**src/rtl/uart_tx_arbiter_pkg.sv**
```systemverilog
// Shared types and constants for the four-source UART transmit arbiter.
package uart_tx_arbiter_pkg;

  localparam int NREQ = 4;
  localparam logic [6:0] EOL_DEFAULT = 7'h0A;

  typedef enum logic [1:0] {
    ST_IDLE  = 2'd0,
    ST_SEND  = 2'd1,
    ST_GUARD = 2'd2,
    ST_WAIT  = 2'd3
  } state_t;

  function automatic logic [6:0] char_of(input logic [7*NREQ-1:0] data, input logic [1:0] idx);
    logic [6:0] c;
    c = data[6:0];
    case (idx)
      2'd0: c = data[6:0];
      2'd1: c = data[13:7];
      2'd2: c = data[20:14];
      2'd3: c = data[27:21];
    endcase
    return c;
  endfunction

endpackage

```
**src/rtl/uart_tx_arbiter_if.sv**
```systemverilog
// Requester and transmitter signals of the arbiter; master is the arbiter side.
interface uart_tx_arbiter_if;
  import uart_tx_arbiter_pkg::*;

  logic [NREQ-1:0]   req_valid;
  logic [7*NREQ-1:0] req_data;
  logic [NREQ-1:0]   req_ack;
  logic              tx_load;
  logic [6:0]        tx_char;
  logic              tx_ready;
  logic [1:0]        grant;
  logic              locked;
  logic              busy;

  modport master (
    input  req_valid, req_data, tx_ready,
    output req_ack, tx_load, tx_char, grant, locked, busy
  );

  modport slave (
    output req_valid, req_data, tx_ready,
    input  req_ack, tx_load, tx_char, grant, locked, busy
  );

endinterface

```
**src/rtl/uart_tx_arbiter_rr_pick.sv**
```systemverilog
// Rotate-priority encoder: first valid requester searching from rr_ptr+1 mod 4.
module uart_rr_pick
  import uart_tx_arbiter_pkg::*;
(
  input  logic [NREQ-1:0] req_valid,
  input  logic [1:0]      rr_ptr,
  output logic            any,
  output logic [1:0]      idx
);

  // Walk from farthest to nearest so the nearest valid requester wins.
  always_comb begin
    any = |req_valid;
    idx = rr_ptr;
    for (int k = NREQ; k >= 1; k--) begin
      if (req_valid[rr_ptr + 2'(k)]) idx = rr_ptr + 2'(k);
    end
  end

endmodule

```
**src/rtl/uart_tx_arbiter.sv**
```systemverilog
// Round-robin arbiter with line locking in front of a single 7-bit UART transmitter.
//   state | meaning
//   IDLE  | waiting for tx_ready and a request; runs the owner idle timeout
//   SEND  | tx_load / req_ack pulse, burst and EOL unlock check
//   GUARD | skip the transmitter's one-cycle ready drop
//   WAIT  | frame in flight, wait for tx_ready
module uart_tx_arbiter
  import uart_tx_arbiter_pkg::*;
#(
  parameter logic [6:0]  EOL          = EOL_DEFAULT,
  parameter int unsigned MAX_BURST    = 80,
  parameter int unsigned IDLE_TIMEOUT = 65535
) (
  input  logic            clk,
  input  logic            reset,
  uart_tx_arbiter_if.master bus
);

  localparam logic [7:0]  BURST_LIM    = 8'(MAX_BURST);
  localparam logic [15:0] TIMEOUT_MAX  = 16'(IDLE_TIMEOUT);
  localparam logic [15:0] TIMEOUT_LAST = 16'(IDLE_TIMEOUT - 1);

  state_t      state;
  logic [1:0]  rr_ptr;
  logic [7:0]  burst_cnt;
  logic [7:0]  burst_next;
  logic [15:0] idle_cnt;
  logic        pick_any;
  logic [1:0]  pick_idx;

  uart_rr_pick u_pick (
    .req_valid (bus.req_valid),
    .rr_ptr    (rr_ptr),
    .any       (pick_any),
    .idx       (pick_idx)
  );

  assign burst_next  = burst_cnt + 8'd1;
  assign bus.tx_load = (state == ST_SEND);
  assign bus.req_ack = (state == ST_SEND) ? (4'b0001 << bus.grant) : '0;
  assign bus.busy    = (state != ST_IDLE);

  always_ff @(posedge clk or posedge reset) begin
    if (reset) begin
      state       <= ST_IDLE;
      rr_ptr      <= 2'd3;
      burst_cnt   <= '0;
      idle_cnt    <= '0;
      bus.locked  <= 1'b0;
      bus.grant   <= '0;
      bus.tx_char <= '0;
    end else begin
      case (state)
        ST_IDLE: begin
          if (bus.locked) begin
            if (bus.req_valid[bus.grant]) begin
              if (bus.tx_ready) begin
                bus.tx_char <= char_of(bus.req_data, bus.grant);
                state       <= ST_SEND;
              end
            // The timeout only advances while the owner is silent, so a
            // request arriving on the expiry cycle keeps the lock.
            end else if (idle_cnt >= TIMEOUT_LAST) begin
              idle_cnt   <= TIMEOUT_MAX;
              bus.locked <= 1'b0;
              rr_ptr     <= bus.grant;
            end else begin
              idle_cnt <= idle_cnt + 16'd1;
            end
          end else if (bus.tx_ready && pick_any) begin
            bus.grant   <= pick_idx;
            bus.locked  <= 1'b1;
            burst_cnt   <= '0;
            idle_cnt    <= '0;
            bus.tx_char <= char_of(bus.req_data, pick_idx);
            state       <= ST_SEND;
          end
        end
        ST_SEND: begin
          burst_cnt <= burst_next;
          idle_cnt  <= '0;
          if (bus.tx_char == EOL || burst_next == BURST_LIM) begin
            bus.locked <= 1'b0;
            rr_ptr     <= bus.grant;
          end
          state <= ST_GUARD;
        end
        ST_GUARD: state <= ST_WAIT;
        ST_WAIT:  if (bus.tx_ready) state <= ST_IDLE;
      endcase
    end
  end

endmodule

```
**src/flat_wrapper.sv**
```systemverilog
// flat-port wrapper written by rule: the top's interface ports become plain ports
module uart_tx_arbiter_flat import uart_tx_arbiter_pkg::*;
#(
  parameter logic [6:0]  EOL          = EOL_DEFAULT,
  parameter int unsigned MAX_BURST    = 80,
  parameter int unsigned IDLE_TIMEOUT = 65535
)
  (clk, reset, bus_req_valid, bus_req_data, bus_tx_ready, bus_req_ack, bus_tx_load, bus_tx_char, bus_grant, bus_locked, bus_busy);
  uart_tx_arbiter_if bus_i ();
  input  logic clk;
  input  logic reset;
  input wire logic [$bits(bus_i.req_valid)-1:0] bus_req_valid;
  input wire logic [$bits(bus_i.req_data)-1:0] bus_req_data;
  input wire logic [$bits(bus_i.tx_ready)-1:0] bus_tx_ready;
  output wire logic [$bits(bus_i.req_ack)-1:0] bus_req_ack;
  output wire logic [$bits(bus_i.tx_load)-1:0] bus_tx_load;
  output wire logic [$bits(bus_i.tx_char)-1:0] bus_tx_char;
  output wire logic [$bits(bus_i.grant)-1:0] bus_grant;
  output wire logic [$bits(bus_i.locked)-1:0] bus_locked;
  output wire logic [$bits(bus_i.busy)-1:0] bus_busy;
  assign bus_i.req_valid = bus_req_valid;
  assign bus_i.req_data = bus_req_data;
  assign bus_i.tx_ready = bus_tx_ready;
  assign bus_req_ack = bus_i.req_ack;
  assign bus_tx_load = bus_i.tx_load;
  assign bus_tx_char = bus_i.tx_char;
  assign bus_grant = bus_i.grant;
  assign bus_locked = bus_i.locked;
  assign bus_busy = bus_i.busy;
  uart_tx_arbiter #(.EOL(EOL), .MAX_BURST(MAX_BURST), .IDLE_TIMEOUT(IDLE_TIMEOUT)) u_core (.clk(clk), .reset(reset), .bus(bus_i));
endmodule
```
**config.mk**
```make
export PLATFORM = sky130hd
export DESIGN_NAME = uart_tx_arbiter_flat
export DESIGN_NICKNAME = d
export VERILOG_FILES = /design/src/rtl/uart_tx_arbiter_pkg.sv /design/src/rtl/uart_tx_arbiter_if.sv /design/src/rtl/uart_tx_arbiter_rr_pick.sv /design/src/rtl/uart_tx_arbiter.sv /design/src/flat_wrapper.sv
export SDC_FILE = /design/constraint.sdc
export NUM_CORES = 1
export LEC_CHECK = 0
export CORE_MARGIN = 10
export CORE_UTILIZATION = 50
export DETAILED_ROUTE_END_ITERATION = 10
export GPL_TIMING_DRIVEN = 1
export PLACE_DENSITY_LB_ADDON = 0.3
export SKIP_LAST_GASP = 1
export SYNTH_ARGS = -nofsm -noshare
export SYNTH_HDL_FRONTEND = slang
export SYNTH_SLANG_ARGS = --single-unit
```
**constraint.sdc**
```tcl
create_clock -name clk -period 6.3 [get_ports clk]
set_input_delay 1.26 -clock clk [delete_from_list [all_inputs] [get_ports clk]]
set_output_delay 1.26 -clock clk [all_outputs]
set_load 0.1 [all_outputs]
```
==> impl_metrics.csv, run 1 <==
group,metric,value,unit
logic_synthesis,ys_seq_area_share,33.4,%
worst_setup_path,path_max_fanout,16,
logic_synthesis,yosys.area_share.adder,3.07,%
clocking,clk_latency,300,ps
die,rows,27,
timing,relSlewSlack,22.0,%
power_and_ir_drop,intPower,766,µW
timing,finalSetupViolations,0,
worst_setup_path,cp_top_family,"buffers and inverters",
timing,layout_setup_ws,2260,ps
logic_synthesis,synthMuxAreaShare,7.76,%
clocking,hold_buffers,0,
final_layout,layout-drive-gt1-share,8.58,%
worst_setup_path,r2r_cells,5,
placement,dpl.hpwl,5330,µm
worst_setup_path,r2r-start,"u_core.idle_cnt[4]",
logic_synthesis,synth-xor-area-share,0.307,%
die,die_x,95.5,µm
timing,worst_pin_slew,1160,ps
timing,rsz0062_at_grt,"no",
grt,grt_pass1_wl,12500,µm
final_layout,antennaDiodeCount,0,
power_and_ir_drop,p_sw_share,52.5,%
power_and_ir_drop,p_clk_share,15.8,%
worst_setup_path,path_depth,4,
worst_setup_path,required,5040,ps
logic_synthesis,synth_ff_type,"dfrtp_1",
logic_synthesis,ys_warn_count,0,
final_layout,syn_to_final_growth,23.6,%
timing,hold_viol_final,0,
worst_setup_path,crit_chain,"inv_1, ha_1, nor3b_1, clkdlybuf4s50_1",
die,fp.dieArea,9130,µm²
worst_setup_path,crit_path_top_delay_cell,"clkdlybuf4s50_1",
worst_setup_path,critPathBufInv,2,
route,firstDrtPassIters,4,
run_status,status,"finished clean",
timing,fmax,247,MHz
grt,antenna_found_initial,0,
clocking,cts_made_buffers,5,
worst_setup_path,startpoint_type,"flop",
min_path,worstHoldStart,"u_core.bus.tx_char[6]",
logic_synthesis,avgSynthCellArea,8.67,µm²
logic_synthesis,synth_edf_count,0,
clocking,cts_max_level,2,
power_and_ir_drop,p_leak,0.00145,µW
placement,gp_congestion,0.795,
grt,first_global_vias,2500,
worst_setup_path,worstSetupPathType,"reg2out",
placement,io_buffers,50,
final_layout,multiInputGateArea,1770,µm²
die,dieHeight,95.5,µm
logic_synthesis,synthTopCellsByArea,"dfrtp_1, mux4_2, nand2_1",
placement,dp_worst_setup_slack,2590,ps
clocking,clk_pin_slew_worst_paths,80,ps
route,num_vias,2764,
worst_setup_path,r2r_end,"u_core.rr_ptr[0]",
logic_synthesis,async_flop_share,100,%
worst_setup_path,critical-path-max-stage-delay,1170,ps
clocking,cts_tree,"done",
final_layout,regArea,953,µm²
die,core_area,5510,µm²
power_and_ir_drop,combPwrFrac,58.5,%
die,start_util,51.8,%
logic_synthesis,ys_ff_latch,38,
timing,finalCritPeriodShare,64.1,%
grt,grt_max_degree,39,
route,wire_per_inst,17.2,µm
power_and_ir_drop,seqPwrFrac,25.8,%
min_path,min_delay_worst_endpoint,"u_core.bus.tx_char[6]",
final_layout,n_fill_cell,455,
logic_synthesis,synth-simple-area-share,23.2,%
timing,drv_slew,0,
min_path,hold_class,"reg2reg",
worst_setup_path,arrival,2780,ps
timing,min_period,4040,ps
timing,skew,5.62,ps
logic_synthesis,yosysTopAreaCellShare,31.6,%
clocking,clkSinkCount,38,
clocking,cts_root_buf,"clkbuf_8",
power_and_ir_drop,switchingPower,848,µW
logic_synthesis,syn-cell-area,2850,µm²
power_and_ir_drop,pwr_density_cell,458,nW/µm²
grt,grt_remaining_overflow,0,
power_and_ir_drop,ir_drop,381,µV
worst_setup_path,rrSetupSlack,3660,ps
route,drc,0,
grt,grtUsageTotal,16.6,%
route,viasPerCell,6.21,
min_path,whs_path_depth,2,
clocking,cts_resized,0,
die,boundaryPins,51,
logic_synthesis,synth-compound-area-share,27.8,%
route,drtIter0Drc,238,
run,cap_violations,0,
logic_synthesis,synthTopCellsByCount,"dfrtp_1, nand2_1, nor2_1, o21ai_1, a21oi_1",
route,wl,7640,µm
clocking,cts.path.max_buffers,2,
logic_synthesis,synth_cell_types,56,
clocking,postCtsSetupBuffers,0,
final_layout,nets,414,
route,ant_nets,0,
logic_synthesis,synthCells,329,
worst_setup_path,end_kind,"primary output",
logic_synthesis,syn_nets,371,
logic_synthesis,synth_top_family_by_area,"compound AO/OA/AOI/OAI gates",
timing,tns,0,ps
logic_synthesis,yosys.area.top_type,"dfrtp_1",
==> metrics by stage <==
| step | total power, µW | cell area, µm² | std cells | utilization, % | hold slack, ps |
|---|---|---|---|---|---|
| after floorplan | 1140 | 2850 | 329 | - | 472 |
| after detailed placement | 1360 | 3390 | 437 | 61.5 | 501 |
| after global placement | 1350 | 3390 | 437 | 61.5 | 487 |
| after CTS | 1620 | 3520 | 445 | 64.0 | 520 |
| final | 1610 | 3520 | 445 | 64.0 | 518 |
| after global routing | 1710 | 3520 | 445 | 64.0 | 543 |
==> worst max-delay path by stage <==
stage	start	to	slack (ps)
final	u_core.state[1]	bus_req_ack[0]	2260
after global routing	u_core.state[1]	bus_req_ack[0]	2110
after CTS	u_core.state[1]	bus_req_ack[0]	2240
after detailed placement	u_core.state[1]	bus_req_ack[0]	2590
after global placement	u_core.state[1]	bus_req_ack[0]	2650
after floorplan	u_core.state[1]	bus_req_ack[0]	1050
==> power by group through the flow <==
| stage | clock (µW) | sequential (µW) | combinational, µW |
|---|---|---|---|
| finish | 254 | 416 | 944 |
| global route | 267 | 430 | 1010 |
| CTS | 260 | 415 | 945 |
| detailed placement | 0 | 419 | 940 |
| global placement | 0 | 417 | 929 |
| floorplan | 0 | 578 | 565 |
==> metal layers <==
layer / share of wire, % / vias to the layer above / track usage [%]
met4: 0.98 / 0 / 4.55
li1: - / 1328 / -
met2: 46 / 100 / 25.9
met1: 45 / 1326 / 22.1
met5: 0 / - / 0
met3: 8.4 / 10 / 4.63
==> layout by cell type (no fill, tap or decap), drive strengths merged, types with 2 or more instances in the layout <==
cell | Yosys | final
o22ai | 3 | 3
a21boi | 7 | 7
a21o | 13 | 13
ha | 7 | 7
dfstp | 2 | 2
o2bb2ai | 2 | 2
inv | 15 | 15
nand2 | 36 | 36
nand2b | 4 | 4
a31oi | 4 | 4
and2 | 4 | 4
clkbuf | 9 | 5
o21ai | 39 | 39
a211oi | 8 | 8
nor3 | 10 | 10
clkdlybuf4s50 | 0 | 50
o211ai | 9 | 9
and3 | 4 | 4
o31ai | 7 | 7
buf | 7 | 2
dfrtp | 36 | 36
nor4 | 6 | 6
nor3b | 8 | 8
or4 | 2 | 2
mux2 | 3 | 3
nand3 | 9 | 9
mux4 | 8 | 8
or3b | 2 | 2
a21oi | 18 | 18
nor2 | 22 | 22
bufinv | 0 | 2
nand4 | 7 | 7
nor2b | 2 | 2
==> kinds of logic after synthesis <==
kind of cell             after synthesis
XOR/XNOR                               1
AO/OA/AOI/OAI                        119
multiplexers                          11
adder cells (fa/ha/maj)                7
flip-flops                            38
AND/OR/NAND/NOR                      122
buffers and inverters                 31
==> sequential cells by signal (all words and copies together), names as in the netlist <==
| name | cells |
|---|---|
| u_core.idle_cnt | 16 |
| u_core.burst_cnt | 8 |
| u_core.bus.tx_char | 7 |
| u_core.bus.grant | 2 |
| u_core.rr_ptr | 2 |
| u_core.state | 2 |
| u_core.bus.locked | 1 |
==> area by class of cell <==
class | count | area share (%)
Clock inverter | 3 | 1.95
Timing Repair Buffer | 52 | 14.6
Multi-Input combinational cell | 260 | 50.3
Inverter | 15 | 1.60
Clock buffer | 5 | 1.95
Tap cell | 72 | 2.56
Sequential cell | 38 | 27.1
==> worst min-delay path, cell delays in order (launching register included) <==
cell and delay, ps:
dfrtp_1 360, a21oi_1 70, o31ai_1 60
(Power assumes the default switching activity.)
==> run 2, diff against run 1 <==
- CORE_UTILIZATION: 50 -> 48
- clock period: 6.3 -> 3.6 ns (I/O delays scaled with it)
==> impl_metrics.csv, run 2 (synthesis results as in run 1) <==
group,metric,value,unit
run_status,status,"finished clean",
final_layout,regArea,953,µm²
die,die_x,97.1,µm
worst_setup_path,worstSetupPathType,"reg2out",
die,start_util,48.8,%
timing,tns,0,ps
final_layout,multiInputGateArea,1780,µm²
run,cap_violations,0,
timing,worst_pin_slew,975,ps
die,rows,28,
route,num_vias,2742,
clocking,cts_tree,"done",
power_and_ir_drop,p_sw_share,54.8,%
final_layout,layout-drive-gt1-share,13.2,%
route,wl,7740,µm
die,core_area,5850,µm²
route,drtIter0Drc,261,
clocking,postCtsSetupBuffers,0,
timing,min_period,2700,ps
timing,finalSetupViolations,0,
worst_setup_path,path_max_fanout,16,
timing,drv_slew,0,
final_layout,final_cell_mix,"clkdlybuf4s50_1, nand2_1, dfrtp_1",
final_layout,antennaDiodeCount,0,
power_and_ir_drop,switchingPower,1500,µW
final_layout,syn_to_final_growth,23.5,%
route,drc,0,
worst_setup_path,crit_chain,"inv_1, ha_1, nor3b_2, buf_4",
placement,dpl_cell_area,3430,µm²
final_layout,stdcell_count,455,
clocking,clk_latency,300,ps
worst_setup_path,rrSetupSlack,1120,ps
worst_setup_path,r2r-start,"u_core.bus.grant[1]",
placement,gp_congestion,0.853,
worst_setup_path,arrival,1980,ps
clocking,hold_buffers,0,
clocking,clkSinkCount,38,
grt,first_global_vias,2681,
placement,io_buffers,50,
worst_setup_path,end_kind,"primary output",
placement,dpl.hpwl,5560,µm
clocking,cts_root_buf,"clkbuf_8",
route,ant_nets,0,
final_layout,regMostFlops,"u_core.idle_cnt",
clocking,cts_max_level,2,
die,dieHeight,97.1,µm
final_layout,n_fill_cell,509,
power_and_ir_drop,seqPwrFrac,26.8,%
timing,rsz0062_at_grt,"no",
power_and_ir_drop,p_clk_share,11.7,%
clocking,cts_resized,0,
grt,grtUsageTotal,16.5,%
power_and_ir_drop,combPwrFrac,61.4,%
worst_setup_path,cp_top_family,"adder cells",
grt,grt_remaining_overflow,0,
route,viasPerCell,6.03,
die,fp.dieArea,9430,µm²
min_path,hold_class,"reg2reg",
worst_setup_path,critical-path-max-stage-delay,580,ps
power_and_ir_drop,ir_drop,759,µV
worst_setup_path,crit_path_top_delay_cell,"ha_1",
final_layout,largestRegisters,"u_core.idle_cnt (16), u_core.burst_cnt (8), u_core.bus.tx_char (7)",
final_layout,layout_commonest_cell,"clkdlybuf4s50_1",
worst_setup_path,r2r_cells,5,
timing,fmax,371,MHz
timing,hold_viol_final,0,
route,wire_per_inst,17.0,µm
timing,skew,7.09,ps
min_path,whs_path_depth,2,
grt,grt_pass1_wl,13300,µm
power_and_ir_drop,intPower,1240,µW
final_layout,final_area,3520,µm²
grt,grt_max_degree,39,
power_and_ir_drop,p_leak,0.00148,µW
clocking,clk_pin_slew_worst_paths,90,ps
power_and_ir_drop,pwr_density_cell,778,nW/µm²
die,boundaryPins,51,
min_path,worstHoldStart,"u_core.idle_cnt[15]",
timing,relSlewSlack,34.8,%
worst_setup_path,required,2880,ps
final_layout,nets,421,
timing,finalCritPeriodShare,74.9,%
worst_setup_path,r2r_end,"u_core.idle_cnt[14]",
placement,placed_cells,447,
min_path,min_delay_worst_endpoint,"u_core.idle_cnt[15]",
worst_setup_path,startpoint_type,"flop",
worst_setup_path,critPathBufInv,2,
final_layout,largest_reg_flops,16,
route,firstDrtPassIters,5,
clocking,cts_made_buffers,5,
clocking,cts.path.max_buffers,2,
grt,antenna_found_initial,0,
run 2: cell count changes in the layout (fill, tap and decap cells not counted), sizes merged:
cell           previous run  this run
buf                       2        18
clkdlybuf4s50            50        41
bufinv                    2         0
clkbuf                    5         6
clkinvlp                  0         1
run 2: worst max-delay path by stage:
stage	startpoint	to	slack [ps]	cells past startpoint
floorplan	u_core.state[1]	bus_req_ack[0]	-130	4
global placement	bus_req_valid[1]	u_core.idle_cnt[14]	710	6
detailed placement	bus_req_valid[1]	u_core.idle_cnt[14]	670	6
CTS	u_core.state[1]	bus_req_ack[0]	880	4
global route	u_core.state[1]	bus_req_ack[0]	780	4
finish	u_core.state[1]	bus_req_ack[0]	900	4
run 2: final cells by class:
type                       instances  share of cell area, %
clock buffer                       6                   2.34
sequential                        38                   27.1
clock inverter                     2                  0.355
tap                               75                   2.66
multi-input combinational        260                   50.5
inverter                          15                   1.60
timing repair buffer              59                   15.5
run 2: stage by stage:
step / utilization, % / total power [µW] / hold slack (ps) / setup slack, ps
3_5_place_dp: 58.6 / 2430 / 501 / 669
3_3_place_gp: 58.6 / 2400 / 497 / 712
2_1_floorplan: - / 2000 / 472 / -131
4_1_cts: 60.2 / 2750 / 529 / 883
6_report: 60.2 / 2740 / 533 / 903
5_1_grt: 60.2 / 2910 / 568 / 778
run 2: metal layers:
layer / part of all wire (%) / global-route usage, % / vias up
li1: - / - / 1339
met1: 43 / 21.5 / 1308
met2: 50 / 26.6 / 87
met3: 5.7 / 3.41 / 8
met4: 1.1 / 4.88 / 0
met5: 0 / 0 / -
run 2: worst reg2reg max path, cell delays in order, from the launching register on:
cell,delay (ps)
dfrtp_1,770
mux4_2,680
or3_1,590
a31oi_1,230
o21ai_1,70
o21ai_1,70
run 2: power by group through the flow:
stage                     combinational [µW]  sequential, µW  clock, µW
after floorplan                          994            1010          0
after global placement                  1660             736          0
after detailed placement                1680             744          0
after CTS                               1690             735        326
after global routing                    1810             763        344
final                                   1680             735        321
